**config.mk**
```make
export PLATFORM = sky130hd
export DESIGN_NAME = weight_stream_sink_flat
export DESIGN_NICKNAME = d
export VERILOG_FILES = /design/src/rtl/weight_stream_sink_if.sv /design/src/rtl/weight_stream_sink.sv /design/src/flat_wrapper.sv
export SDC_FILE = /design/constraint.sdc
export NUM_CORES = 1
export LEC_CHECK = 0
export CAP_MARGIN = 25
export CORE_MARGIN = 2
export CORE_UTILIZATION = 37
export DETAILED_ROUTE_END_ITERATION = 8
export DONT_BUFFER_PORTS = 1
export GPL_TIMING_DRIVEN = 1
export SYNTH_ARGS = -nofsm -noshare
export SYNTH_HDL_FRONTEND = slang
export SYNTH_SLANG_ARGS = --single-unit
```
**constraint.sdc**
```tcl
create_clock -name clk_i -period 2.41 [get_ports clk_i]
set_input_delay 0.6025 -clock clk_i [delete_from_list [all_inputs] [get_ports clk_i]]
set_output_delay 0.6025 -clock clk_i [all_outputs]
set_load 0.1 [all_outputs]
```
**src/rtl/weight_stream_sink_if.sv**
```systemverilog
// weight_stream_sink_if
// Bundles the streamed weight input handshake, the load status outputs and
// the random-access read port of the weight stream sink.
//
// Signals (direction as seen by the sink, modport slave):
//   data_in        in   NUM_ELEM x DATA_WIDTH  one beat of weights
//   data_in_valid  in   1                      beat valid
//   data_in_ready  out  1                      sink can accept a beat
//   reload         in   1                      pulse: discard contents, restart loading
//   load_done      out  1                      RAM holds a complete tensor
//   beat_count     out  ADDR_WIDTH             beats written in the current load
//   rd_en          in   1                      read request
//   rd_addr        in   ADDR_WIDTH             read word address
//   rd_data        out  NUM_ELEM x DATA_WIDTH  read word, one cycle after rd_en
//
// The master modport is the producer/compute side driving the stream and
// issuing reads.
interface weight_stream_sink_if #(
   parameter int DATA_WIDTH = 16,
   parameter int NUM_ELEM   = 1,
   parameter int ADDR_WIDTH = 6
) ();

   logic [DATA_WIDTH-1:0] data_in [NUM_ELEM];
   logic                  data_in_valid;
   logic                  data_in_ready;
   logic                  reload;
   logic                  load_done;
   logic [ADDR_WIDTH-1:0] beat_count;
   logic                  rd_en;
   logic [ADDR_WIDTH-1:0] rd_addr;
   logic [DATA_WIDTH-1:0] rd_data [NUM_ELEM];

   modport master (
      output data_in,
      output data_in_valid,
      input  data_in_ready,
      output reload,
      input  load_done,
      input  beat_count,
      output rd_en,
      output rd_addr,
      input  rd_data
   );

   modport slave (
      input  data_in,
      input  data_in_valid,
      output data_in_ready,
      input  reload,
      output load_done,
      output beat_count,
      input  rd_en,
      input  rd_addr,
      output rd_data
   );

endinterface

```
**src/rtl/weight_stream_sink.sv**
```systemverilog
// weight_stream_sink
// Receiving end of the weight streaming interface. Each accepted beat is
// written into an internal RAM of IN_DEPTH words; once a whole tensor has
// arrived the sink raises load_done and holds off further beats until a
// reload pulse restarts loading. A registered read port lets a compute block
// re-read any stored word as often as it likes, independent of loading.
//
// Ports:
//   clk_i   in  1  clock, all state updates on the rising edge
//   rst_ni  in  1  asynchronous active-low reset
//   bus     weight_stream_sink_if.slave  stream, status and read port
//
// RAM words are the concatenation of the beat elements, element j in bits
// [WEIGHT_PRECISION_0*j +: WEIGHT_PRECISION_0]; reads unpack the same way.
module weight_stream_sink #(
   parameter int WEIGHT_PRECISION_0       = 16,
   parameter int WEIGHT_TENSOR_SIZE_DIM_0 = 32,
   parameter int WEIGHT_PARALLELISM_DIM_0 = 1,
   parameter int WEIGHT_PARALLELISM_DIM_1 = 1,
   parameter int IN_DEPTH   = WEIGHT_TENSOR_SIZE_DIM_0 / WEIGHT_PARALLELISM_DIM_0,
   parameter int ADDR_WIDTH = $clog2(IN_DEPTH) + 1
) (
   input logic clk_i,
   input logic rst_ni,
   weight_stream_sink_if.slave bus
);

   localparam int NUM_ELEM  = WEIGHT_PARALLELISM_DIM_0 * WEIGHT_PARALLELISM_DIM_1;
   localparam int WORD_W    = WEIGHT_PRECISION_0 * NUM_ELEM;
   localparam int MEM_AW    = (IN_DEPTH > 1) ? $clog2(IN_DEPTH) : 1;
   localparam logic [ADDR_WIDTH-1:0] DEPTH_A = ADDR_WIDTH'(IN_DEPTH);
   localparam logic [ADDR_WIDTH-1:0] LAST_A  = ADDR_WIDTH'(IN_DEPTH - 1);
   localparam logic [ADDR_WIDTH-1:0] ONE_A   = ADDR_WIDTH'(1);

   typedef enum logic {
      LOAD,
      FULL
   } state_t;

   state_t                state_q, state_d;
   logic [ADDR_WIDTH-1:0] wrPtr_q, wrPtr_d;
   logic [ADDR_WIDTH-1:0] beatCount_q, beatCount_d;
   logic                  loadDone_q, loadDone_d;
   logic [WORD_W-1:0]     rdData_q;
   logic [WORD_W-1:0]     mem_q [IN_DEPTH];

   logic              ready;
   logic              wrEn;
   logic [WORD_W-1:0] wrWord;
   logic              rdAddrOk;

   // Ready is purely combinational: the sink only takes beats while loading,
   // and a reload cycle never accepts a beat so the restart is clean.
   always_comb begin
      ready = (state_q == LOAD) && !bus.reload;
      wrEn  = bus.data_in_valid && ready;
   end

   // Flatten the beat's element array into one RAM word.
   always_comb begin
      wrWord = '0;
      for (int j = 0; j < NUM_ELEM; j++) begin
         wrWord[WEIGHT_PRECISION_0*j +: WEIGHT_PRECISION_0] = bus.data_in[j];
      end
   end

   // Next-state logic. Reload overrides everything; otherwise the last beat
   // of a tensor wraps the write pointer and parks the FSM in FULL, where
   // backpressure protects the stored tensor from being overwritten.
   always_comb begin
      state_d     = state_q;
      wrPtr_d     = wrPtr_q;
      beatCount_d = beatCount_q;
      loadDone_d  = loadDone_q;
      if (bus.reload) begin
         state_d     = LOAD;
         wrPtr_d     = '0;
         beatCount_d = '0;
         loadDone_d  = 1'b0;
      end else begin
         case (state_q)
            LOAD: begin
               if (wrEn) begin
                  if (wrPtr_q == LAST_A) begin
                     state_d     = FULL;
                     wrPtr_d     = '0;
                     beatCount_d = DEPTH_A;
                     loadDone_d  = 1'b1;
                  end else begin
                     wrPtr_d     = wrPtr_q + ONE_A;
                     beatCount_d = beatCount_q + ONE_A;
                  end
               end
            end
            FULL: begin
               loadDone_d = 1'b1;
            end
            default: begin
               state_d = LOAD;
            end
         endcase
      end
   end

   // Control state register.
   always_ff @(posedge clk_i or negedge rst_ni) begin
      if (!rst_ni) begin
         state_q     <= LOAD;
         wrPtr_q     <= '0;
         beatCount_q <= '0;
         loadDone_q  <= 1'b0;
      end else begin
         state_q     <= state_d;
         wrPtr_q     <= wrPtr_d;
         beatCount_q <= beatCount_d;
         loadDone_q  <= loadDone_d;
      end
   end

   // Weight storage. Not reset: stale words survive a reset but are not
   // considered valid until a fresh load completes.
   always_ff @(posedge clk_i) begin
      if (wrEn) begin
         mem_q[wrPtr_q[MEM_AW-1:0]] <= wrWord;
      end
   end

   assign rdAddrOk = (bus.rd_addr < DEPTH_A);

   // Registered read port. Sampling the array with a non-blocking read gives
   // read-before-write when the same word is written in the same cycle.
   // Out-of-range addresses return zero rather than aliasing.
   always_ff @(posedge clk_i or negedge rst_ni) begin
      if (!rst_ni) begin
         rdData_q <= '0;
      end else if (bus.rd_en) begin
         if (rdAddrOk) begin
            rdData_q <= mem_q[bus.rd_addr[MEM_AW-1:0]];
         end else begin
            rdData_q <= '0;
         end
      end
   end

   assign bus.data_in_ready = ready;
   assign bus.load_done     = loadDone_q;
   assign bus.beat_count    = beatCount_q;

   // Unpack the read word into elements using the same layout as writes.
   for (genvar g = 0; g < NUM_ELEM; g++) begin : g_rdUnpack
      assign bus.rd_data[g] = rdData_q[WEIGHT_PRECISION_0*g +: WEIGHT_PRECISION_0];
   end

endmodule

```
**src/flat_wrapper.sv**
```systemverilog
// flat-port wrapper written by rule: the top's interface ports become plain ports
module weight_stream_sink_flat 
#(
   parameter int WEIGHT_PRECISION_0       = 16,
   parameter int WEIGHT_TENSOR_SIZE_DIM_0 = 32,
   parameter int WEIGHT_PARALLELISM_DIM_0 = 1,
   parameter int WEIGHT_PARALLELISM_DIM_1 = 1,
   parameter int IN_DEPTH   = WEIGHT_TENSOR_SIZE_DIM_0 / WEIGHT_PARALLELISM_DIM_0,
   parameter int ADDR_WIDTH = $clog2(IN_DEPTH) + 1
)
  (clk_i, rst_ni, bus_data_in, bus_data_in_valid, bus_data_in_ready, bus_reload, bus_load_done, bus_beat_count, bus_rd_en, bus_rd_addr, bus_rd_data);
  weight_stream_sink_if #(.DATA_WIDTH((16)), .NUM_ELEM(1), .ADDR_WIDTH(ADDR_WIDTH)) bus_i ();
  input logic clk_i;
  input logic rst_ni;
  input wire logic [$bits(bus_i.data_in)-1:0] bus_data_in;
  input wire logic [$bits(bus_i.data_in_valid)-1:0] bus_data_in_valid;
  output wire logic [$bits(bus_i.data_in_ready)-1:0] bus_data_in_ready;
  input wire logic [$bits(bus_i.reload)-1:0] bus_reload;
  output wire logic [$bits(bus_i.load_done)-1:0] bus_load_done;
  output wire logic [$bits(bus_i.beat_count)-1:0] bus_beat_count;
  input wire logic [$bits(bus_i.rd_en)-1:0] bus_rd_en;
  input wire logic [$bits(bus_i.rd_addr)-1:0] bus_rd_addr;
  output wire logic [$bits(bus_i.rd_data)-1:0] bus_rd_data;
  assign bus_i.data_in = {>>{bus_data_in}};
  assign bus_i.data_in_valid = bus_data_in_valid;
  assign bus_data_in_ready = bus_i.data_in_ready;
  assign bus_i.reload = bus_reload;
  assign bus_load_done = bus_i.load_done;
  assign bus_beat_count = bus_i.beat_count;
  assign bus_i.rd_en = bus_rd_en;
  assign bus_i.rd_addr = bus_rd_addr;
  assign bus_rd_data = {>>{bus_i.rd_data}};
  weight_stream_sink #(.WEIGHT_PRECISION_0(WEIGHT_PRECISION_0), .WEIGHT_TENSOR_SIZE_DIM_0(WEIGHT_TENSOR_SIZE_DIM_0), .WEIGHT_PARALLELISM_DIM_0(WEIGHT_PARALLELISM_DIM_0), .WEIGHT_PARALLELISM_DIM_1(WEIGHT_PARALLELISM_DIM_1), .IN_DEPTH(IN_DEPTH), .ADDR_WIDTH(ADDR_WIDTH)) u_core (.clk_i(clk_i), .rst_ni(rst_ni), .bus(bus_i));
endmodule
```
==> results by group, run 1 <==
Detailed routing
  • WL met1: between 20,000 and 25,000 um
  • DR top layer: met5
  • Wirelength per Cell: between 20 and 30 um
  • Detail Route Antenna Nets: 0
  • DRT Pass-1 Iters: 5
  • Remaining DRCs: 0
  • Met2 WL: approximately 23,000 um
  • Routed wl met3: between 3000 and 4000 um
  • Vias per cell: roughly 5.4
  • Routed WL: roughly 49,000 um
  • Initial DRC count: about 940
  • Total number of vias: approximately 11,000

Clocking
  • CTS sink count: about 540
  • H-tree depth: 2
  • CTS tree: done
  • CTS Buf Count: 56
  • Worst-Skew Late Latency: 0.61 ns
  • CTS root buffer: clkbuf_16
  • Hold buffer count at CTS: 2
  • CTS max path bufs: 3
  • Post-cts sizing count: 0
  • Worst-path clk slew: approximately 0.060 ns
  • Setup Buffers After CTS: 0

STA
  • Final min period: roughly 2.4 ns
  • Max-slew violations: 0
  • Clock skew: ~0.016 ns
  • Max Clk Rate: 0.4226 GHz
  • RSZ-0062 raised after global routing: false
  • Slew HR: between 20% and 30%
  • Setup tns final: 0 ns
  • Final setup fails: 0
  • Final Hold Fails: 0
  • Worst-margin pin slew: between 1 and 1.5 ns
  • Post-route clock period utilization: about 100%

Power and ir drop
  • Sequential cell fraction of total power: between 50% and 60%
  • Overall Power: roughly 20 mW
  • Sw Ratio: between 20% and 30%
  • NetSw: 4.213 mW
  • VDD IR max: about 0.0006 V
  • Pleak: 8.178 nW
  • Clock power share: 44.0%
  • Internal power: about 16 mW
  • Power per cell area: between 800 and 900 mW/mm^2
  • Combinational Power Share: under 10%

Layout
  • Finished Cell Area: ~0.024 mm^2
  • Most common cell after layout, fill and taps aside: edfxtp_1
  • Storage cell area: about 0.016 mm^2
  • Final Net Count: 1,194
  • Share of layout cells above drive strength 1: 23.47%
  • Diodes inserted: 0
  • Most frequent cells in the layout: 512 x edfxtp_1, 130 x mux2i_1, 65 x buf_4, 64 x mux4_2, 57 x clkbuf_16
  • Area of the multi-input gates: about 0.0047 mm^2
  • Area Overhead vs Synth: 15.41%
  • Fillers: around 4,900

Global routing
  • Vias in the first global route: around 11,000
  • GRT overflow: 0
  • First-pass GRT wire length: just over 70,000 um
  • Largest net degree at the start of global routing: ~190
  • GRT Overall Usage: between 15 and 20%
  • Initial antenna violation count: 2

Floorplanning
  • Die Width: around 240 um
  • Starting Density: about 38%
  • Core Rows: between 80 and 90
  • Ports: between 50 and 60
  • Die area: roughly 0.059 mm^2
  • CORE AREA: about 0.057 mm^2
  • Die Y: around 240 um

Worst setup path
  • CP max FO: roughly 190
  • Worst path required time: roughly 2.9 ns
  • Setup Crit Path Kind: primary input to flip-flop
  • Critical path capture point type: flip-flop
  • Crit path DAT: between 2 and 3 ns
  • Reg2Reg Setup Slack: between 0.5 and 0.6 ns
  • Crit start category: primary input

Logic synthesis
  • Synth Area in Adders: less than 1%
  • Ys flop type: edfxtp_1
  • Syn Std Cell Area: between 0.02 and 0.025 mm^2
  • Synth Net Count: around 1,100
  • Post-Synth XOR/XNOR Area: 0.2063%
  • Mux cell area share after synthesis: between 10% and 20%
  • Sequential element share of the synthesized area: about 76%
  • Compound-cell area share of the yosys netlist: 5.081%
  • Largest family of logic cells by synthesized area: multiplexers
  • Post-synthesis async set-or-reset flop share: 5.535%
  • Synth unique cells: 38
  • Synthesized flop and latch total: approximately 540
  • Synth Instances: between 1,000 and 1,500
  • Synth area leaders: edfxtp_1 72%, mux4_2 6.8%, mux2i_1 6.1%
  • Yosys warns: 0
  • Simple-gate area share of the yosys netlist: ~2%
  • Syn avg cell area: between 15 and 20 um^2
  • Number of synthesized flops with an enable pin: between 500 and 600
  • Top cell type's share of synthesized area: slightly above 70%
  • Area leader, netlist: edfxtp_1

Placement
  • Port Buffers: 0
  • Placer Congestion: between 0.7 and 0.8
  • Placed cell area: ~0.023 mm^2
  • DP HPWL: around 28,000 um

Hold path
  • Worst min path class: primary input to flip-flop

Run status
  • Outcome: finished clean

Run
  • # Max-Cap Violations: 0
[worst paths after layout]
check                                      start                    end  depth (start not counted)
setup / recovery                  bus_rd_addr[0]  u_core.bus.rd_data[7]                          4
hold / removal                        bus_reload      u_core.wrPtr_q[4]                          1
setup reg to reg             u_core.mem_q[15][7]  u_core.bus.rd_data[7]                          4
hold reg to reg            u_core.bus.rd_data[8]  u_core.bus.rd_data[8]                          2
max in group asynchronous                 rst_ni      u_core.wrPtr_q[1]                          2
min in group asynchronous                 rst_ni  u_core.bus.rd_data[1]                          2
[cells in the mapped netlist, types with 3 or more instances]
library cell	n
o221ai_1	14
inv_1	19
a221oi_2	7
nand2b_1	3
edfxtp_1	512
a221oi_1	23
nand2_1	16
or3_1	3
xor2_1	5
mux2_2	30
nor2b_1	5
nand3_1	5
mux2i_1	130
buf_4	8
mux4_2	64
dfrtp_1	30
buf_2	9
and3_1	3
buf_6	7
a22o_1	30
nand3b_1	4
o21ai_0	5
a21oi_1	39
o22ai_1	16
clkbuf_1	39
nor2_1	44
ha_1	5
[cell families after synthesis]
| logic type | Yosys count |
|---|---|
| DFF | 542 |
| muxes | 224 |
| AOI/OAI and AO/OA | 142 |
| and+or+nand+nor | 90 |
| buffers and inverters | 84 |
| xor gates and xnor gates | 5 |
| adders and majority gates | 5 |
[area by class of cell]
type | instances | area share, %
Sequential cell | 542 | 65.83
Multi-Input combinational cell | 466 | 19.33
Clock buffer | 67 | 6.017
Tap cell | 756 | 3.861
Timing Repair Buffer | 77 | 2.932
Clock inverter | 39 | 1.742
Inverter | 19 | 0.2911
[worst max-delay path: stages]
cell      delay, ns
mux4_2         0.82
mux2_2         0.28
a221oi_1       0.47
o22ai_1        0.15
[power groups by stage]
stage / Clock (mW) / Combinational, mW / Sequential [mW]
2_1_floorplan: 0 / 0.564 / 10.8
3_3_place_gp: 0 / 0.893 / 10.6
3_5_place_dp: 0 / 0.898 / 10.6
4_1_cts: 9.02 / 0.919 / 10.4
5_1_grt: 9.40 / 0.967 / 10.4
6_report: 8.87 / 0.918 / 10.4
[layer usage]
metal  up-vias  GRT usage (%)
met1      5573          23.01
li1       4600              -
met3        83          5.045
met4         2          4.358
met2       279          25.83
met5         -              0
[sequential cells by signal, indices dropped and copies added, names as in the netlist]
signal,cells
u_core.bus.load_done,1
u_core.bus.beat_count,6
u_core.state_q,1
u_core.bus.rd_data,16
u_core.mem_q,512
u_core.wrPtr_q,6
[metrics by stage]
stage | worst slack [ns] | util (%) | std cells | hold WS (ns)
after CTS | 0.3510 | 43.28 | 1966 | 0.02041
after floorplan | -0.2288 | - | 1092 | 0.3069
after global placement | 0.1156 | 39.87 | 1858 | 0.3079
final | 0.04392 | 43.28 | 1966 | 0.05441
after detailed placement | 0.08647 | 39.87 | 1858 | 0.3077
after global routing | 0.3125 | 43.28 | 1966 | 0.01782
No activity file was read; power rests on OpenSTA's default activity.
==> run 2, diff against run 1 <==
--- a/config.mk
+++ b/config.mk
@@ -5,6 +5,7 @@
 export SDC_FILE = /design/constraint.sdc
 export NUM_CORES = 1
 export LEC_CHECK = 0
+export ABC_AREA = 1
 export CAP_MARGIN = 25
 export CORE_MARGIN = 2
 export CORE_UTILIZATION = 37
==> run 2 against run 1 <==
Synthesized area is 4.1% higher. Sequential cell count unchanged. Critical endpoint is now bus_data_in_ready. Register-to-register slack got worse by 0.09 ns. Design area increased by 1.7%. Cell count up 39%. Combinational power up 31%. Count of clock-buffer cells in the layout down 2. Critical path depth shrank 2.
==> results by group, run 2 <==
Run status
  • Outcome: finished clean

Global routing
  • GRT overflow: 0
  • Vias in the first global route: 13,600
  • First-pass GRT wire length: between 80,000 and 90,000 um
  • Largest net degree at the start of global routing: approximately 260
  • Initial antenna violation count: 1
  • GRT Overall Usage: about a fifth

Worst setup path
  • Crit path DAT: around 1.4 ns
  • CP max FO: 3
  • Max incr delay on CP: around 0.42 ns
  • CP cell instances: nor2_4, buf_4
  • Worst path required time: around 1.8 ns
  • Worst reg2reg path endpoint: u_core.mem_q[6][6]
  • Crit start category: flip-flop
  • Reg2Reg Setup Slack: approximately 0.43 ns
  • Worst R2R Path Depth: 5
  • Reg-to-Reg Start: u_core.wrPtr_q[0]
  • Setup Crit Path Kind: flip-flop to primary output
  • Slowest CP cell: dfrtp_1
  • WP buf/inv: 1
  • CP startpoint: u_core.state_q
  • CP delay by family, top: flip-flops
  • Critical path capture point type: primary output

Logic synthesis
  • Ys flop type: edfxtp_1
  • Post-synthesis async set-or-reset flop share: 5.535%
  • Synth unique cells: 25
  • Top cell type's share of synthesized area: between 60% and 70%
  • Number of synthesized flops with an enable pin: just over 500
  • Synth area leaders: edfxtp_1 70%, nand2_1 12%, nand3_1 10%
  • Syn avg cell area: 11.77 um^2
  • Most frequent cell after synthesis: nand2_1
  • Synthesized flop and latch total: 542
  • Area leader, netlist: edfxtp_1
  • Sequential element share of the synthesized area: approximately 73%
  • Syn Std Cell Area: about 0.022 mm^2
  • Synth Net Count: about 1,900
  • Synth top cells by count: 692 x nand2_1, 512 x edfxtp_1, 443 x nand3_1
  • Synth Instances: 1,877
  • Yosys warns: 0

Detailed routing
  • Met2 WL: around 26,000 um
  • DR top layer: met5
  • Wirelength per Cell: between 20 and 25 um
  • Initial DRC count: roughly 1,500
  • Detail Route Antenna Nets: 0
  • Total number of vias: roughly 14,000
  • Routed WL: about 58,000 um
  • Routed wl met3: 5368 um
  • Remaining DRCs: 0
  • DRT Pass-1 Iters: 8
  • Vias per cell: ~5.2
  • WL met1: between 20,000 and 30,000 um

STA
  • Max Clk Rate: 0.4947 GHz
  • RSZ-0062 raised after global routing: false
  • Slew HR: around three fifths
  • Post-route clock period utilization: a little over four fifths
  • Final Hold Fails: 0
  • Setup tns final: 0 ns
  • Final min period: 2.021 ns
  • Final setup fails: 0
  • Worst-margin pin slew: between 0.6 and 0.7 ns
  • Clock skew: ~0.035 ns
  • Max-slew violations: 0

Clocking
  • Worst-path clk slew: ~0.07 ns
  • Post-cts sizing count: 0
  • CTS sink count: 542
  • CTS tree: done
  • CTS Buf Count: between 50 and 60
  • H-tree depth: 2
  • CTS max path bufs: 3
  • Worst-Skew Late Latency: slightly above 0.6 ns
  • Setup Buffers After CTS: 0
  • Hold buffer count at CTS: 2
  • CTS root buffer: clkbuf_16

Placement
  • DP Cell Count: between 2,000 and 3,000
  • Port Buffers: 0
  • DP HPWL: between 30,000 and 40,000 um
  • Placer Congestion: 0.8017

Hold path
  • Hold Path Cell Cnt: 1
  • HP Start: bus_reload
  • Hold Path Sink: u_core.state_q
  • Worst min path class: primary input to flip-flop

Layout
  • Final Net Count: around 1,900
  • Max reg flops: slightly above 500
  • Area Overhead vs Synth: 12.69%
  • Post-Layout Cell Count: around 2,700
  • Most frequent cells in the layout: 692 x nand2_1, 512 x edfxtp_1, 443 x nand3_1, 75 x buf_4, 54 x clkbuf_16
  • Most common cell after layout, fill and taps aside: nand2_1
  • Share of layout cells above drive strength 1: about a tenth
  • Fillers: 5,514

Power and ir drop
  • Pleak: around 9.0 nW
  • Power per cell area: a little under 800 mW/mm^2
  • VDD IR max: roughly 0.00054 V

Floorplanning
  • Die Y: between 200 and 250 um
  • Die Width: between 200 and 250 um
  • Die area: approximately 0.06 mm^2
  • Ports: 51
  • Starting Density: 37.45%
  • CORE AREA: a little under 0.06 mm^2
  • Core Rows: 89

Run
  • # Max-Cap Violations: 0
## run 2: where the power goes
group	internal, mW	total (mW)	switching [mW]
clock	4.56	8.16	3.59
combinational	0.326	1.20	0.872
sequential	10.4	10.4	0.0250
## run 2: worst max-delay path by stage
stage	to	slack, ns	cells past startpoint
after floorplan	u_core.mem_q[0][0]	-0.11	5
after detailed placement	u_core.bus.rd_data[10]	0.23	11
after global routing	u_core.mem_q[10][2]	0.33	5
final	bus_data_in_ready	0.39	2
after global placement	u_core.bus.rd_data[10]	0.24	11
after CTS	bus_data_in_ready	0.36	2
## run 2: kinds of logic after synthesis
group | after synthesis | share of synthesized area [%]
flip-flops | 542 | 72.97
XOR/XNOR | 5 | 0.1981
AND/OR/NAND/NOR | 1185 | 22.74
buffers and inverters | 130 | 3.567
AO/OA/AOI/OAI | 10 | 0.2491
adder cells (fa/ha/maj) | 5 | 0.2831
## run 2: stage by stage
| step | power (mW) | instance area, um^2 | worst slack (ns) | hold WS, ns | util [%] |
|---|---|---|---|---|---|
| floorplan | 11.56 | 22190 | -0.1077 | 0.3069 | - |
| detailed placement | 11.77 | 23170 | 0.2254 | 0.3076 | 39.26 |
| global route | 20.27 | 24900 | 0.3341 | 0.04373 | 42.19 |
| finish | 19.75 | 24900 | 0.3886 | 0.05347 | 42.20 |
| global placement | 11.76 | 23170 | 0.2362 | 0.3078 | 39.26 |
| CTS | 19.83 | 24900 | 0.3646 | 0.03216 | 42.19 |
## run 2: per-layer routing
layer	track usage [%]	vias to the layer above
li1	-	6607
met1	26.78	6984
met2	28.21	567
met3	4.590	76
met4	5.585	2
met5	0	-
## run 2: final cells by class
class,count,area [um^2],area share [%]
diodes,2,5.005,0.02010
clock buffers,65,1393,5.592
clock inverters,37,306.5,1.231
inverters,20,82.58,0.3316
multi-input cells,1205,5271,21.17
flip-flops and latches,542,16130,64.75
well taps,773,967.2,3.884
repair buffers,85,753.2,3.025
